`src/rtl/multicycle_ctrl_fsm_pkg.sv`:
```
// Shared definitions for the multi-cycle control sequencer: opcode values,
// the 3-bit state encoding, PcSrc/AluOp encodings and the opcode class record.
package multicycle_ctrl_fsm_pkg;

    localparam logic [3:0] OP_ADD  = 4'd0;
    localparam logic [3:0] OP_SUB  = 4'd1;
    localparam logic [3:0] OP_AND  = 4'd2;
    localparam logic [3:0] OP_OR   = 4'd3;
    localparam logic [3:0] OP_SLT  = 4'd4;
    localparam logic [3:0] OP_ADDI = 4'd5;
    localparam logic [3:0] OP_ST   = 4'd6;
    localparam logic [3:0] OP_LD   = 4'd7;
    localparam logic [3:0] OP_BEQ  = 4'd8;
    localparam logic [3:0] OP_J    = 4'd9;
    localparam logic [3:0] OP_NOP  = 4'd10;

    typedef enum logic [2:0] {
        ST_IDLE   = 3'd0,
        ST_FETCH  = 3'd1,
        ST_DECODE = 3'd2,
        ST_EXEC   = 3'd3,
        ST_MEM    = 3'd4,
        ST_WB     = 3'd5,
        ST_ERR    = 3'd6
    } state_e;

    localparam logic [1:0] PCSRC_INC   = 2'b00;
    localparam logic [1:0] PCSRC_BR    = 2'b01;
    localparam logic [1:0] PCSRC_JMP   = 2'b10;

    localparam logic [1:0] ALUOP_ADD   = 2'b00;
    localparam logic [1:0] ALUOP_SUB   = 2'b01;
    localparam logic [1:0] ALUOP_FUNCT = 2'b10;

    typedef struct packed {
        logic is_r;
        logic is_addi;
        logic is_ld;
        logic is_st;
        logic is_beq;
        logic is_j;
        logic is_nop;
        logic is_illegal;
    } op_class_t;

endpackage

```
`src/rtl/multicycle_ctrl_fsm_if.sv`:
```
// Control/handshake bundle between the sequencer (master) and the
// datapath/memory side (slave). Port names follow the CPU's datapath naming.
interface multicycle_ctrl_fsm_if #(
    parameter int CNT_W = 16
);
    logic [3:0]       Opcode;
    logic             Zero;
    logic             mem_ready;
    logic             PcWr;
    logic [1:0]       PcSrc;
    logic             IrWr;
    logic             IorD;
    logic             MemR;
    logic             MemW;
    logic             RegWr;
    logic             RegDes;
    logic             AluSrc;
    logic             Mem2Reg;
    logic [1:0]       AluOp;
    logic             Err;
    logic [CNT_W-1:0] instr_cnt;

    modport master (
        input  Opcode, Zero, mem_ready,
        output PcWr, PcSrc, IrWr, IorD, MemR, MemW, RegWr, RegDes,
               AluSrc, Mem2Reg, AluOp, Err, instr_cnt
    );

    modport slave (
        output Opcode, Zero, mem_ready,
        input  PcWr, PcSrc, IrWr, IorD, MemR, MemW, RegWr, RegDes,
               AluSrc, Mem2Reg, AluOp, Err, instr_cnt
    );
endinterface

```
`src/rtl/multicycle_op_class.sv`:
```
// Opcode classifier: maps the 4-bit opcode onto one-hot class flags.
// Opcodes 11-15 are reported as illegal.
module multicycle_op_class
    import multicycle_ctrl_fsm_pkg::*;
(
    input  logic [3:0] i_opcode,
    output op_class_t  o_class
);

    // Decode opcode into exactly one class flag
    always_comb begin
        o_class = 8'h00;
        case (i_opcode)
            OP_ADD, OP_SUB, OP_AND, OP_OR, OP_SLT: o_class.is_r = 1'b1;
            OP_ADDI: o_class.is_addi = 1'b1;
            OP_ST:   o_class.is_st   = 1'b1;
            OP_LD:   o_class.is_ld   = 1'b1;
            OP_BEQ:  o_class.is_beq  = 1'b1;
            OP_J:    o_class.is_j    = 1'b1;
            OP_NOP:  o_class.is_nop  = 1'b1;
            default: o_class.is_illegal = 1'b1;
        endcase
    end

endmodule

```
`src/rtl/multicycle_ctrl_fsm.sv`:
```
// Multi-cycle control sequencer: IDLE/FETCH/DECODE/EXEC/MEM/WB with a
// terminal ERR state on memory timeout. Strobes are decoded combinationally
// from the state, the latched opcode, Zero and mem_ready so memory handshakes
// complete in the same cycle. Define MULTICYCLE_ILLEGAL_TRAP_EN to send
// opcodes 11-15 to ERR instead of retiring them as NOPs.
module multicycle_ctrl_fsm
    import multicycle_ctrl_fsm_pkg::*;
#(
    parameter int MEM_TIMEOUT = 15,
    parameter int CNT_W       = 16
) (
    input  logic                  clk,
    input  logic                  rst_n,
    multicycle_ctrl_fsm_if.master bus
);

    localparam int WAIT_W = (MEM_TIMEOUT < 2) ? 1 : $clog2(MEM_TIMEOUT);
    localparam logic [WAIT_W-1:0] WAIT_LAST = WAIT_W'(MEM_TIMEOUT - 1);

    state_e           r_state;
    logic [3:0]       r_op;
    logic [WAIT_W-1:0] r_wait_cnt;
    logic [CNT_W-1:0] r_instr_cnt;

    op_class_t w_dec_cls;
    op_class_t w_op_cls;
    logic      w_timeout;
    logic      w_trap;
    logic      w_unused_cls;

    logic       w_pcwr, w_irwr, w_iord, w_memr, w_memw, w_regwr;
    logic       w_regdes, w_alusrc, w_mem2reg, w_err;
    logic [1:0] w_pcsrc, w_aluop;

    // Live opcode drives DECODE decisions; latched opcode drives later phases
    multicycle_op_class u_dec_class (.i_opcode(bus.Opcode), .o_class(w_dec_cls));
    multicycle_op_class u_op_class  (.i_opcode(r_op),       .o_class(w_op_cls));

    // Classes that never reach EXEC/MEM/WB are irrelevant for the latched opcode
    assign w_unused_cls = ^{w_op_cls.is_j, w_op_cls.is_nop, w_op_cls.is_illegal};

    // Last permitted wait cycle without ready; ready on that cycle still wins
    assign w_timeout = ~bus.mem_ready & (r_wait_cnt == WAIT_LAST);

`ifdef MULTICYCLE_ILLEGAL_TRAP_EN
    assign w_trap = w_dec_cls.is_illegal;
`else
    assign w_trap = 1'b0;
`endif

    // Sequencer state, latched opcode, memory wait counter and retire counter
    always_ff @(posedge clk or negedge rst_n) begin
        if (!rst_n) begin
            r_state     <= ST_IDLE;
            r_op        <= 4'd0;
            r_wait_cnt  <= {WAIT_W{1'b0}};
            r_instr_cnt <= {CNT_W{1'b0}};
        end else begin
            case (r_state)
                ST_IDLE: begin
                    r_state    <= ST_FETCH;
                    r_wait_cnt <= {WAIT_W{1'b0}};
                end
                ST_FETCH: begin
                    if (bus.mem_ready) begin
                        r_state    <= ST_DECODE;
                        r_wait_cnt <= {WAIT_W{1'b0}};
                    end else if (w_timeout) begin
                        r_state <= ST_ERR;
                    end else begin
                        r_wait_cnt <= r_wait_cnt + WAIT_W'(1);
                    end
                end
                ST_DECODE: begin
                    r_op <= bus.Opcode;
                    if (w_trap) begin
                        r_state <= ST_ERR;
                    end else if (w_dec_cls.is_j | w_dec_cls.is_nop | w_dec_cls.is_illegal) begin
                        r_state     <= ST_FETCH;
                        r_wait_cnt  <= {WAIT_W{1'b0}};
                        r_instr_cnt <= r_instr_cnt + CNT_W'(1);
                    end else begin
                        r_state <= ST_EXEC;
                    end
                end
                ST_EXEC: begin
                    if (w_op_cls.is_beq) begin
                        r_state     <= ST_FETCH;
                        r_wait_cnt  <= {WAIT_W{1'b0}};
                        r_instr_cnt <= r_instr_cnt + CNT_W'(1);
                    end else if (w_op_cls.is_ld | w_op_cls.is_st) begin
                        r_state    <= ST_MEM;
                        r_wait_cnt <= {WAIT_W{1'b0}};
                    end else begin
                        r_state <= ST_WB;
                    end
                end
                ST_MEM: begin
                    if (bus.mem_ready) begin
                        r_wait_cnt <= {WAIT_W{1'b0}};
                        if (w_op_cls.is_st) begin
                            r_state     <= ST_FETCH;
                            r_instr_cnt <= r_instr_cnt + CNT_W'(1);
                        end else begin
                            r_state <= ST_WB;
                        end
                    end else if (w_timeout) begin
                        r_state <= ST_ERR;
                    end else begin
                        r_wait_cnt <= r_wait_cnt + WAIT_W'(1);
                    end
                end
                ST_WB: begin
                    r_state     <= ST_FETCH;
                    r_wait_cnt  <= {WAIT_W{1'b0}};
                    r_instr_cnt <= r_instr_cnt + CNT_W'(1);
                end
                ST_ERR: begin
                    r_state <= ST_ERR;
                end
                default: begin
                    r_state <= ST_ERR;
                end
            endcase
        end
    end

    // Datapath strobe decode; anything not driven in a phase stays 0
    always_comb begin
        w_pcwr    = 1'b0;
        w_pcsrc   = PCSRC_INC;
        w_irwr    = 1'b0;
        w_iord    = 1'b0;
        w_memr    = 1'b0;
        w_memw    = 1'b0;
        w_regwr   = 1'b0;
        w_regdes  = 1'b0;
        w_alusrc  = 1'b0;
        w_mem2reg = 1'b0;
        w_aluop   = ALUOP_ADD;
        w_err     = (r_state == ST_ERR);
        case (r_state)
            ST_FETCH: begin
                w_memr = 1'b1;
                if (bus.mem_ready) begin
                    w_irwr  = 1'b1;
                    w_pcwr  = 1'b1;
                    w_pcsrc = PCSRC_INC;
                end else begin
                    w_irwr = 1'b0;
                end
            end
            ST_DECODE: begin
                if (w_dec_cls.is_j & ~w_trap) begin
                    w_pcwr  = 1'b1;
                    w_pcsrc = PCSRC_JMP;
                end else begin
                    w_pcwr = 1'b0;
                end
            end
            ST_EXEC: begin
                if (w_op_cls.is_beq) begin
                    w_aluop = ALUOP_SUB;
                    w_pcwr  = bus.Zero;
                    w_pcsrc = PCSRC_BR;
                end else if (w_op_cls.is_r) begin
                    w_aluop = ALUOP_FUNCT;
                end else if (w_op_cls.is_addi | w_op_cls.is_ld | w_op_cls.is_st) begin
                    w_alusrc = 1'b1;
                    w_aluop  = ALUOP_ADD;
                end else begin
                    w_alusrc = 1'b0;
                end
            end
            ST_MEM: begin
                w_iord = 1'b1;
                w_memr = w_op_cls.is_ld;
                w_memw = w_op_cls.is_st;
            end
            ST_WB: begin
                w_regwr   = 1'b1;
                w_regdes  = w_op_cls.is_r;
                w_mem2reg = w_op_cls.is_ld;
            end
            default: begin
                w_pcwr = 1'b0;
            end
        endcase
    end

    assign bus.PcWr      = w_pcwr;
    assign bus.PcSrc     = w_pcsrc;
    assign bus.IrWr      = w_irwr;
    assign bus.IorD      = w_iord;
    assign bus.MemR      = w_memr;
    assign bus.MemW      = w_memw;
    assign bus.RegWr     = w_regwr;
    assign bus.RegDes    = w_regdes;
    assign bus.AluSrc    = w_alusrc;
    assign bus.Mem2Reg   = w_mem2reg;
    assign bus.AluOp     = w_aluop;
    assign bus.Err       = w_err;
    assign bus.instr_cnt = r_instr_cnt;

endmodule
```
`src/flat_wrapper.sv`:
```
// flat-port wrapper written by rule: the top's interface ports become plain ports
module multicycle_ctrl_fsm_flat import multicycle_ctrl_fsm_pkg::*;
#(
    parameter int MEM_TIMEOUT = 15,
    parameter int CNT_W       = 16
)
  (clk, rst_n, bus_Opcode, bus_Zero, bus_mem_ready, bus_PcWr, bus_PcSrc, bus_IrWr, bus_IorD, bus_MemR, bus_MemW, bus_RegWr, bus_RegDes, bus_AluSrc, bus_Mem2Reg, bus_AluOp, bus_Err, bus_instr_cnt);
  multicycle_ctrl_fsm_if #(.CNT_W(CNT_W)) bus_i ();
  input  logic clk;
  input  logic rst_n;
  input wire logic [$bits(bus_i.Opcode)-1:0] bus_Opcode;
  input wire logic [$bits(bus_i.Zero)-1:0] bus_Zero;
  input wire logic [$bits(bus_i.mem_ready)-1:0] bus_mem_ready;
  output wire logic [$bits(bus_i.PcWr)-1:0] bus_PcWr;
  output wire logic [$bits(bus_i.PcSrc)-1:0] bus_PcSrc;
  output wire logic [$bits(bus_i.IrWr)-1:0] bus_IrWr;
  output wire logic [$bits(bus_i.IorD)-1:0] bus_IorD;
  output wire logic [$bits(bus_i.MemR)-1:0] bus_MemR;
  output wire logic [$bits(bus_i.MemW)-1:0] bus_MemW;
  output wire logic [$bits(bus_i.RegWr)-1:0] bus_RegWr;
  output wire logic [$bits(bus_i.RegDes)-1:0] bus_RegDes;
  output wire logic [$bits(bus_i.AluSrc)-1:0] bus_AluSrc;
  output wire logic [$bits(bus_i.Mem2Reg)-1:0] bus_Mem2Reg;
  output wire logic [$bits(bus_i.AluOp)-1:0] bus_AluOp;
  output wire logic [$bits(bus_i.Err)-1:0] bus_Err;
  output wire logic [$bits(bus_i.instr_cnt)-1:0] bus_instr_cnt;
  assign bus_i.Opcode = bus_Opcode;
  assign bus_i.Zero = bus_Zero;
  assign bus_i.mem_ready = bus_mem_ready;
  assign bus_PcWr = bus_i.PcWr;
  assign bus_PcSrc = bus_i.PcSrc;
  assign bus_IrWr = bus_i.IrWr;
  assign bus_IorD = bus_i.IorD;
  assign bus_MemR = bus_i.MemR;
  assign bus_MemW = bus_i.MemW;
  assign bus_RegWr = bus_i.RegWr;
  assign bus_RegDes = bus_i.RegDes;
  assign bus_AluSrc = bus_i.AluSrc;
  assign bus_Mem2Reg = bus_i.Mem2Reg;
  assign bus_AluOp = bus_i.AluOp;
  assign bus_Err = bus_i.Err;
  assign bus_instr_cnt = bus_i.instr_cnt;
  multicycle_ctrl_fsm #(.MEM_TIMEOUT(MEM_TIMEOUT), .CNT_W(CNT_W)) u_core (.clk(clk), .rst_n(rst_n), .bus(bus_i));
endmodule
```
`config.mk`:
```
export PLATFORM = sky130hd
export DESIGN_NAME = multicycle_ctrl_fsm_flat
export DESIGN_NICKNAME = d
export VERILOG_FILES = /design/src/rtl/multicycle_ctrl_fsm_pkg.sv /design/src/rtl/multicycle_ctrl_fsm_if.sv /design/src/rtl/multicycle_op_class.sv /design/src/rtl/multicycle_ctrl_fsm.sv /design/src/flat_wrapper.sv
export SDC_FILE = /design/constraint.sdc
export NUM_CORES = 1
export LEC_CHECK = 0
export ABC_AREA = 1
export BUFFER_PORTS_ARGS = -buffer_cell sky130_fd_sc_hd__buf_2
export CAP_MARGIN = 0
export CORE_MARGIN = 10
export CORE_UTILIZATION = 49
export DETAILED_ROUTE_END_ITERATION = 10
export GPL_ROUTABILITY_DRIVEN = 0
export PLACE_DENSITY = 0.75
export SLEW_MARGIN = 30
export SYNTH_ARGS = -nofsm -noshare
export SYNTH_HDL_FRONTEND = slang
export SYNTH_SLANG_ARGS = --single-unit
```
`constraint.sdc`:
```
create_clock -name clk -period 1.3 [get_ports clk]
set_clock_uncertainty 0.05 [all_clocks]
set_input_delay 0.26 -clock clk [delete_from_list [all_inputs] [get_ports clk]]
set_output_delay 0.26 -clock clk [all_outputs]
set_load 0.03 [all_outputs]
```
== After elaboration in Yosys (flattened, before gate mapping) ==
Index checks and enable logic that the tools add are counted.
W data, S select, Z words.

* Reductions and logical operators: 11
* Mux-type cells: 48
* $add $sub $neg: 2
* Equality and inequality tests: 31
* Bitwise gates (word level): 7

{| class="wikitable"
|+ Operator list
! operator !! number
|-
| $mux W16 || 4
|-
| $pmux W16 S4 || 1
|-
| $eq A4 B3 Y1 const B || 8
|-
| $mux W1 || 23
|-
| $eq A4 B4 Y1 const B || 5
|-
| $mux W4 || 5
|-
| $add A16 B1 Y16 const B || 1
|-
| $eq A4 B2 Y1 const B || 4
|-
| $pmux W4 S4 || 1
|-
| $mux W3 || 5
|-
| $pmux W3 S5 || 1
|-
| $reduce_or A11 Y1 || 1
|-
| $mux W2 || 5
|-
| $eq A3 B3 Y1 const B || 3
|-
| $eq A4 B1 Y1 const B || 2
|-
| $logic_not A4 Y1 || 2
|-
| $reduce_bool A4 Y1 || 2
|-
| $eq A3 B2 Y1 const B || 2
|-
| $or A1 B1 Y1 || 5
|-
| $reduce_and A5 Y1 || 1
|-
| $reduce_or A5 Y1 || 1
|-
| $add A4 B1 Y4 const B || 1
|-
| $ne A2 B1 Y1 const B || 2
|-
| $ne A2 B2 Y1 const B || 2
|-
| 11 further kinds || 12
|}

* Register bits: 27
* Logic and storage cells: 103

== Logic depth before layout (Yosys ltp) ==
Gate-level depths: netlist (run 1).

* Word-level depth: 8
* Gate-level depth with buffers: 10

== Hierarchy ==
From an unflattened synthesis (run 1), not the netlist that was laid out.

* Cells, all modules: 304
* Area, all modules: 1,979.4 sq um

{| class="wikitable"
|+ By module, submodules not included
! module !! instances !! cells each !! area each (sq um)
|-
| multicycle_ctrl_fsm || 1 || 260 || 1,811.7
|-
| multicycle_op_class || 2 || 22 || 83.8
|}

== Least setup slack after synthesis (run 1) ==
OpenSTA, ideal clock, no wires.

* Path kind: flip-flop to output port
* Start point: register u_core.r_state[0]
* End point: output bus_AluSrc
* Data arrival time: 1,650 ps
* Cell stages (with the launch flop): 6
* Path slack: -660 ps
* Required time: 990 ps
* Cells stage by stage: dfrtp_1 -> buf_6 -> nand2_1 -> nor2_2 -> inv_1 -> nor4_1

* Cells in the longest elaborated chain, start to end: 2

{| class="wikitable"
|+ RTL lines
! item !! line !! source
|-
| start, declared || multicycle_ctrl_fsm.sv:20 || <nowiki>state_e r_state;</nowiki>
|-
| start signal, assigned || multicycle_ctrl_fsm.sv:54 || <nowiki>r_state <= ST_IDLE;</nowiki>
|-
| start signal, assigned || multicycle_ctrl_fsm.sv:61 || <nowiki>r_state <= ST_FETCH;</nowiki>
|-
| start signal, assigned || multicycle_ctrl_fsm.sv:66 || <nowiki>r_state <= ST_DECODE;</nowiki>
|-
| $eq A3 B2 Y1 || multicycle_ctrl_fsm.sv:142 || <nowiki>case (r_state)</nowiki>
|-
| $mux W1 || multicycle_ctrl_fsm.sv:142 ||
|-
| end, declared || flat_wrapper.sv:22 || <nowiki>output wire logic [$bits(bus_i.AluSrc)-1:0] bus_AluSrc;</nowiki>
|}

Every way passes these cells.

== Final worst setup path (run 1) ==
* Start point: register u_core.r_op[3]
* End point: output bus_Mem2Reg

* Cells in the longest elaborated chain, start to end: 3

{| class="wikitable"
|+ RTL lines
! item !! line !! source
|-
| start, declared || multicycle_ctrl_fsm.sv:21 || <nowiki>logic [3:0] r_op;</nowiki>
|-
| start signal, assigned || multicycle_ctrl_fsm.sv:75 || <nowiki>r_op <= bus.Opcode;</nowiki>
|-
| $eq A4 B3 Y1 || multicycle_op_class.sv:13 || <nowiki>case (i_opcode)</nowiki>
|-
| $mux W1 || multicycle_op_class.sv:13 ||
|-
| $mux W1 || multicycle_ctrl_fsm.sv:142 ||
|-
| end, declared || flat_wrapper.sv:23 || <nowiki>output wire logic [$bits(bus_i.Mem2Reg)-1:0] bus_Mem2Reg;</nowiki>
|}

Every way passes these cells.

==> results by group, run 1 <==
Status
  • Outcome: finished with violations
  • Failing checks: negative setup slack

Yosys
  • Most common cell in the netlist: nand2_1
  • Largest cells by area after synthesis: dfrtp_1, nand2_1, nor2_1
  • #FFs+latches synth: 27
  • Syn Inst Count: 274
  • Post-synth EDFFs: 0
  • Synth cell types: 24
  • Seq/Total Area, Yosys: 36.68%
  • Avg Inst Size Synth: 6.722 µm²
  • Post-synthesis simple-gate area fraction: 45.58%
  • Async S/R FF share, synth: 100.0%
  • Mapped cell area: 1842 µm²
  • Yosys warnings: 0
  • Synthesized Nets: 285
  • Area share of fa/ha/maj cells after synthesis: 2.038%
  • Synth area leader: dfrtp_1
  • Post-synthesis mux area share: 0%
  • Most frequent cells after synthesis: nand2_1, nor2_1, dfrtp_1, inv_1, nand3_1
  • Top cell type's share of synthesized area: 36.68%
  • Synth Flop Type: dfrtp_1
  • Combinational family with the most area after synthesis: simple AND/OR/NAND/NOR gates
  • Complex-gate fraction of the synthesized area: 4.620%
  • XOR/XNOR Fraction of Synth Area: 3.329%

Clock network
  • H-tree Lvls: 1
  • TritonCTS clock tree: yes
  • Sink Count: 27
  • CTS max path bufs: 2
  • Inserted Clock Buffers: 3
  • Root buf cell: clkbuf_8
  • Clock latency on the worst-skew pair: 0.29 ns
  • Clock transition at path regs: 0.10 ns

Timing
  • Final slew viol count: 0
  • Fmax: 0.5689 GHz
  • Worst-Margin Slew: 0.2689 ns
  • Worst Setup Slack, final: -0.4579 ns
  • Final Setup Violations: 36
  • Period utilization: 135.2%
  • Min cycle time layout: 1.758 ns
  • RSZ-0062 raised after global routing: true
  • Relative slew slack: 82.03%
  • Final Hold Vio Count: 0

Setup path
  • Crit Path Category: reg2out
  • Delay-heaviest family, CP: simple AND/OR/NAND/NOR gates
  • Slowest CP cell: dfrtp_1
  • CP Depth: 4
  • Crit-path max cell delay: 0.43 ns
  • Worst path buffer plus inverter count: 1
  • Crit. Startpoint: u_core.r_op[3]
  • Worst r2r dst: u_core.bus.instr_cnt[0]
  • Worst r2r src: u_core.r_op[3]
  • CP Cell Sequence: nor2_2, nand3_2, nor3_2, buf_4
  • Setup crit start kind: register
  • FF-to-FF setup slack: -0.30 ns
  • Setup crit end kind: output port
  • Arr. time, crit path: 1.45 ns
  • Worst Path Max Fanout: 3
  • Worst endpoint required time: 0.99 ns
  • Worst R2R Path Depth: 10

Cells and area
  • Utilization after layout: 80.28%
  • Synth-to-Final Area Change: 59.58%
  • Final #Nets: 381
  • N_diodes: 0
  • Share of cells above drive strength 1: 46.34%

Floorplan
  • Core ar.: 3661 µm²
  • Die Ht: 81.31 µm
  • Initial cell density of the core: 50.31%
  • Boundary Pins: 38
  • Num rows: 22
  • Chip width: 81.31 µm
  • Die Area: 6611 µm²

Drt
  • Iter 0 DRT Violations: 185
  • Vias: 2138
  • Routed wire length: 5.710 mm
  • Initial DRT Pass Iterations: 4
  • DRT antenna net count: 0
  • WL per Instance: 13.69 µm
  • Drc violations: 0
  • Vias/cell: 5.127

Placement
  • Post-DP HPWL: 3.712 mm
  • Worst slack, placed: -0.1866 ns
  • Port Buffers: 37

Min path
  • Hold EP: u_core.r_op[0]
  • WHS Path Cells: 3
  • Worst min-delay path startpoint: bus_Opcode[0]
  • HP Class: in2reg

Global route
  • Initial antenna violation count: 0
  • First-pass GRT wire length: 9.411 mm
  • Pin count of the biggest net entering global routing: 28
  • All-layer global routing usage: 17.79%
  • Number of global-route vias before repair: 2040
  • Global route total overflow: 0

Power and ir drop
  • Final Power: 1.424 mW
  • Peak VDD IR: 0.5210 mV
  • PwrDens: 484.4 nW/µm²
  • Lkg Pwr: 1.449 nW

Flow run
  • Maximum capacitance violations: 0
through the flow:
stage / cells / hold slack [ns] / TNS (ns) / area (µm²)
after detailed placement: 395 / 0.1728 / -4.520 / 2510
after global placement: 395 / 0.1675 / -4.106 / 2510
after floorplan: 274 / -0.08559 / -3.014 / 1981
after global routing: 417 / 0.1692 / -13.41 / 2939
final: 417 / 0.1488 / -10.88 / 2939
after CTS: 408 / 0.1540 / -9.245 / 2811
state kept, by name, indices dropped and copies added, names as in the netlist:
| register | count |
|---|---|
| u_core.r_op | 4 |
| u_core.r_wait_cnt | 4 |
| u_core.r_state | 3 |
| u_core.bus.instr_cnt | 16 |
cells in the final DEF (no fill, tap or decap), drive strengths merged:
cell	Yosys	routed
xnor2	4	4
or2	1	1
inv	29	29
nor2	37	37
nor4	1	1
buf	3	91
nand3	18	18
nor3	4	4
ha	3	3
xor2	3	3
o21bai	2	2
nand4	8	8
nand2	122	123
clkbuf	0	4
o21ai	9	9
dlygate4sd3	0	1
o2111ai	1	1
o211ai	1	1
clkinvlp	0	1
dfrtp	27	27
a21oi	1	1
worst reg2reg max path: stages, from the launching register on:
cell and delay, ns:
dfrtp_1 0.41, inv_2 0.07, nor2_2 0.17, nand2_4 0.09, buf_4 0.16, nand2_4 0.08, nand2_4 0.05, nor2_4 0.17
nand2_4 0.13, nand2_2 0.09, nand2_1 0.04
worst max-delay path by stage:
| stage | slack, ns | to |
|---|---|---|
| floorplan | -0.17 | bus_PcWr |
| global route | -0.53 | bus_Mem2Reg |
| global placement | -0.18 | bus_PcWr |
| detailed placement | -0.19 | bus_PcWr |
| finish | -0.46 | bus_Mem2Reg |
| CTS | -0.40 | bus_PcWr |
where the power goes:
part / switching [mW] / leakage, nW / total (mW) / internal, mW
Combinational: 0.0384 / 1.10 / 0.0617 / 0.0233
Clock: 0.304 / 0.0217 / 0.523 / 0.219
Sequential: 0 / 0.326 / 0.839 / 0.839
metal layers:
metal	wire length [µm]	global-route usage, %	share of wire (%)	up-vias
li1	-	-	-	1054
met1	2232	20.29	39	993
met2	2915	30.65	51	80
met3	473	5.188	8.3	11
met4	88	6.747	1.5	0
met5	0	0	0	-
cell type report:
cell class	count	area (µm²)
Clock inverter	1	7.507
Inverter	29	113.9
Fill cell	238	721.9
Sequential cell	27	691.9
Timing Repair Buffer	93	769.5
Clock buffer	3	41.29
Multi-Input combinational cell	216	1255
Tap cell	48	60.06
cell families after synthesis:
logic type / Yosys count
AND/OR/NAND/NOR: 191
buffers and inverters: 32
flip-flops: 27
AO/OA/AOI/OAI: 14
XOR/XNOR: 7
adder cells (fa/ha/maj): 3
what timing repair did:
| item | in CTS | in global routing |
|---|---|---|
| endpoints found under the hold margin | 27 | 0 |
| gates resized for setup | 56 | 23 |
| pin swaps | 14 | 3 |
| hold buffers | 1 | 0 |
| setup endpoints to repair | 41 | 45 |
| gates cloned | 1 | 0 |
| buffers inserted | 8 | 9 |
Note: power is estimated with default switching activity, not from simulation.
==> run 2: changes to the inputs <==
--- a/config.mk
+++ b/config.mk
@@ -9,10 +9,9 @@
 export BUFFER_PORTS_ARGS = -buffer_cell sky130_fd_sc_hd__buf_2
 export CAP_MARGIN = 0
 export CORE_MARGIN = 10
-export CORE_UTILIZATION = 49
+export CORE_UTILIZATION = 35
 export DETAILED_ROUTE_END_ITERATION = 10
 export GPL_ROUTABILITY_DRIVEN = 0
-export PLACE_DENSITY = 0.75
 export SLEW_MARGIN = 30
 export SYNTH_ARGS = -nofsm -noshare
 export SYNTH_HDL_FRONTEND = slang
==> results by group, run 2 (synthesized netlist as in run 1, its figures left out) <==
Timing
  • Worst-Margin Slew: 0.2390 ns
  • Worst Setup Slack, final: -0.3885 ns
  • Min cycle time layout: 1.689 ns
  • Final slew viol count: 0
  • Period utilization: 129.9%
  • Final Hold Vio Count: 0
  • RSZ-0062 raised after global routing: true
  • Relative slew slack: 84.05%
  • Final Setup Violations: 41
  • Fin Hold WS: 0.1762 ns
  • Fmax: 0.5922 GHz

Clock network
  • Clock transition at path regs: 0.09 ns
  • CTS max path bufs: 2
  • TritonCTS clock tree: yes
  • H-tree Lvls: 1
  • Sink Count: 27
  • Root buf cell: clkbuf_8
  • Inserted Clock Buffers: 3
  • Clock latency on the worst-skew pair: 0.27 ns

Global route
  • Global route total overflow: 0
  • All-layer global routing usage: 13.01%
  • Pin count of the biggest net entering global routing: 28
  • Number of global-route vias before repair: 2075
  • Initial antenna violation count: 0
  • First-pass GRT wire length: 9.370 mm

Flow run
  • Maximum capacitance violations: 0

Setup path
  • Delay-heaviest family, CP: flip-flops
  • Arr. time, crit path: 1.38 ns
  • Crit-path max cell delay: 0.49 ns
  • Setup crit end kind: output port
  • CP Cell Sequence: buf_4, nor2_4, nand3_4, nand3_4, buf_6
  • Slowest CP cell: dfrtp_2
  • Worst Path Max Fanout: 6
  • Crit Path Category: reg2out
  • CP dominant cell by count: nand3_4
  • Worst endpoint required time: 0.99 ns
  • Setup crit start kind: register
  • Worst path buffer plus inverter count: 2

Cells and area
  • Fillers: 510
  • Footprint of the multi-input gates: 1240 µm²
  • Most common cell after layout, fill and taps aside: nand2_1
  • Final Non-Filler Cells: 438
  • Final #Nets: 380
  • Max reg flops: 16
  • Commonest non-fill, non-tap cells in the layout: nand2_1, buf_4, buf_6
  • Synth-to-Final Area Change: 60.05%
  • Register area: 693.2 µm²
  • N_diodes: 0
  • Share of cells above drive strength 1: 45.11%

Drt
  • DRT antenna net count: 0
  • Routed wire length: 5.392 mm
  • Iter 0 DRT Violations: 65
  • Initial DRT Pass Iterations: 4
  • Vias: 2027
  • Drc violations: 0
  • WL per Instance: 12.31 µm
  • Vias/cell: 4.628

Status
  • Outcome: finished with violations
  • Failing checks: negative setup slack

Floorplan
  • Num rows: 26
  • Die Area: 8564 µm²
  • Initial cell density of the core: 36.06%
  • Die Ht: 92.54 µm
  • Chip width: 92.54 µm
  • Boundary Pins: 38
  • Core ar.: 5107 µm²

Placement
  • Post-DP HPWL: 3.978 mm
  • Port Buffers: 37
  • Inst Count DP: 417

Power and ir drop
  • Final Power: 1.395 mW
  • Peak VDD IR: 0.3507 mV
  • PwrDens: 473.3 nW/µm²
  • Lkg Pwr: 1.453 nW

Min path
  • HP Class: in2reg
## run 2: changes by cell type in the layout (fill, tap and decap cells not counted), moves of 2 or more
cell,before,now
buf_2,17,15
nand2_1,104,109
nand2_2,10,8
nand2_4,8,6
nand3_2,6,4
nor2_2,7,5
nor2_4,10,12
## run 2: stage by stage
| step | setup TNS, ns | util (%) | setup WS [ns] | instance area, µm² |
|---|---|---|---|---|
| after floorplan | -3.014 | - | -0.1726 | 1981 |
| after global placement | -5.823 | 49.44 | -0.2284 | 2525 |
| after detailed placement | -7.651 | 49.44 | -0.3119 | 2525 |
| after CTS | -9.510 | 55.54 | -0.3873 | 2836 |
| after global routing | -12.69 | 57.72 | -0.4499 | 2948 |
| final | -9.787 | 57.72 | -0.3885 | 2948 |
## run 2: metal layers
layer | GRT usage (%) | part of all wire, %
met5 | 0 | 0
met4 | 3.470 | 0.57
met3 | 3.874 | 5.3
met2 | 22.00 | 49
met1 | 15.68 | 45
## run 2: repair_timing
action                                 in CTS  in global routing
endpoints found under the hold margin      27                  0
buffers inserted                           11                  6
hold buffers                                1                  0
resized for setup                          52                 27
setup endpoints to repair                  44                 48
gates cloned                                1                  0
pin swaps                                  12                  3
## run 2: final cells by class
class                   count  area share [%]
inverters                  29           3.778
well taps                  70           2.971
clock buffers               4           1.528
repair buffers             92           26.15
flip-flops and latches     27           23.51
multi-input cells         216           42.06
## run 2: worst paths after layout
kind                                           from                        to  slack, ns  depth (start not counted)
setup / recovery                  u_core.r_state[0]                  bus_PcWr      -0.39                          5
hold / removal                        bus_Opcode[3]            u_core.r_op[3]       0.18                          3
setup reg to reg                  u_core.r_state[0]  u_core.bus.instr_cnt[13]      -0.26                          8
hold reg to reg            u_core.bus.instr_cnt[15]  u_core.bus.instr_cnt[15]       0.48                          2
max in group asynchronous                     rst_n   u_core.bus.instr_cnt[7]       0.62                          3
min in group asynchronous                     rst_n  u_core.bus.instr_cnt[13]       0.40                          3
## run 2: worst reg2reg max path, stage by stage (launching register included)
cell     delay (ns)
dfrtp_2        0.48
buf_4          0.16
nor2_4         0.04
buf_6          0.12
buf_4          0.13
a21oi_4        0.22
nand2_4        0.13
nand2_1        0.08
nand2_1        0.05
## run 2: power by group
group / switching (mW) / total, mW / internal, mW
Combinational: 0.0401 / 0.0650 / 0.0248
Clock: 0.271 / 0.491 / 0.220
Sequential: 0 / 0.839 / 0.839
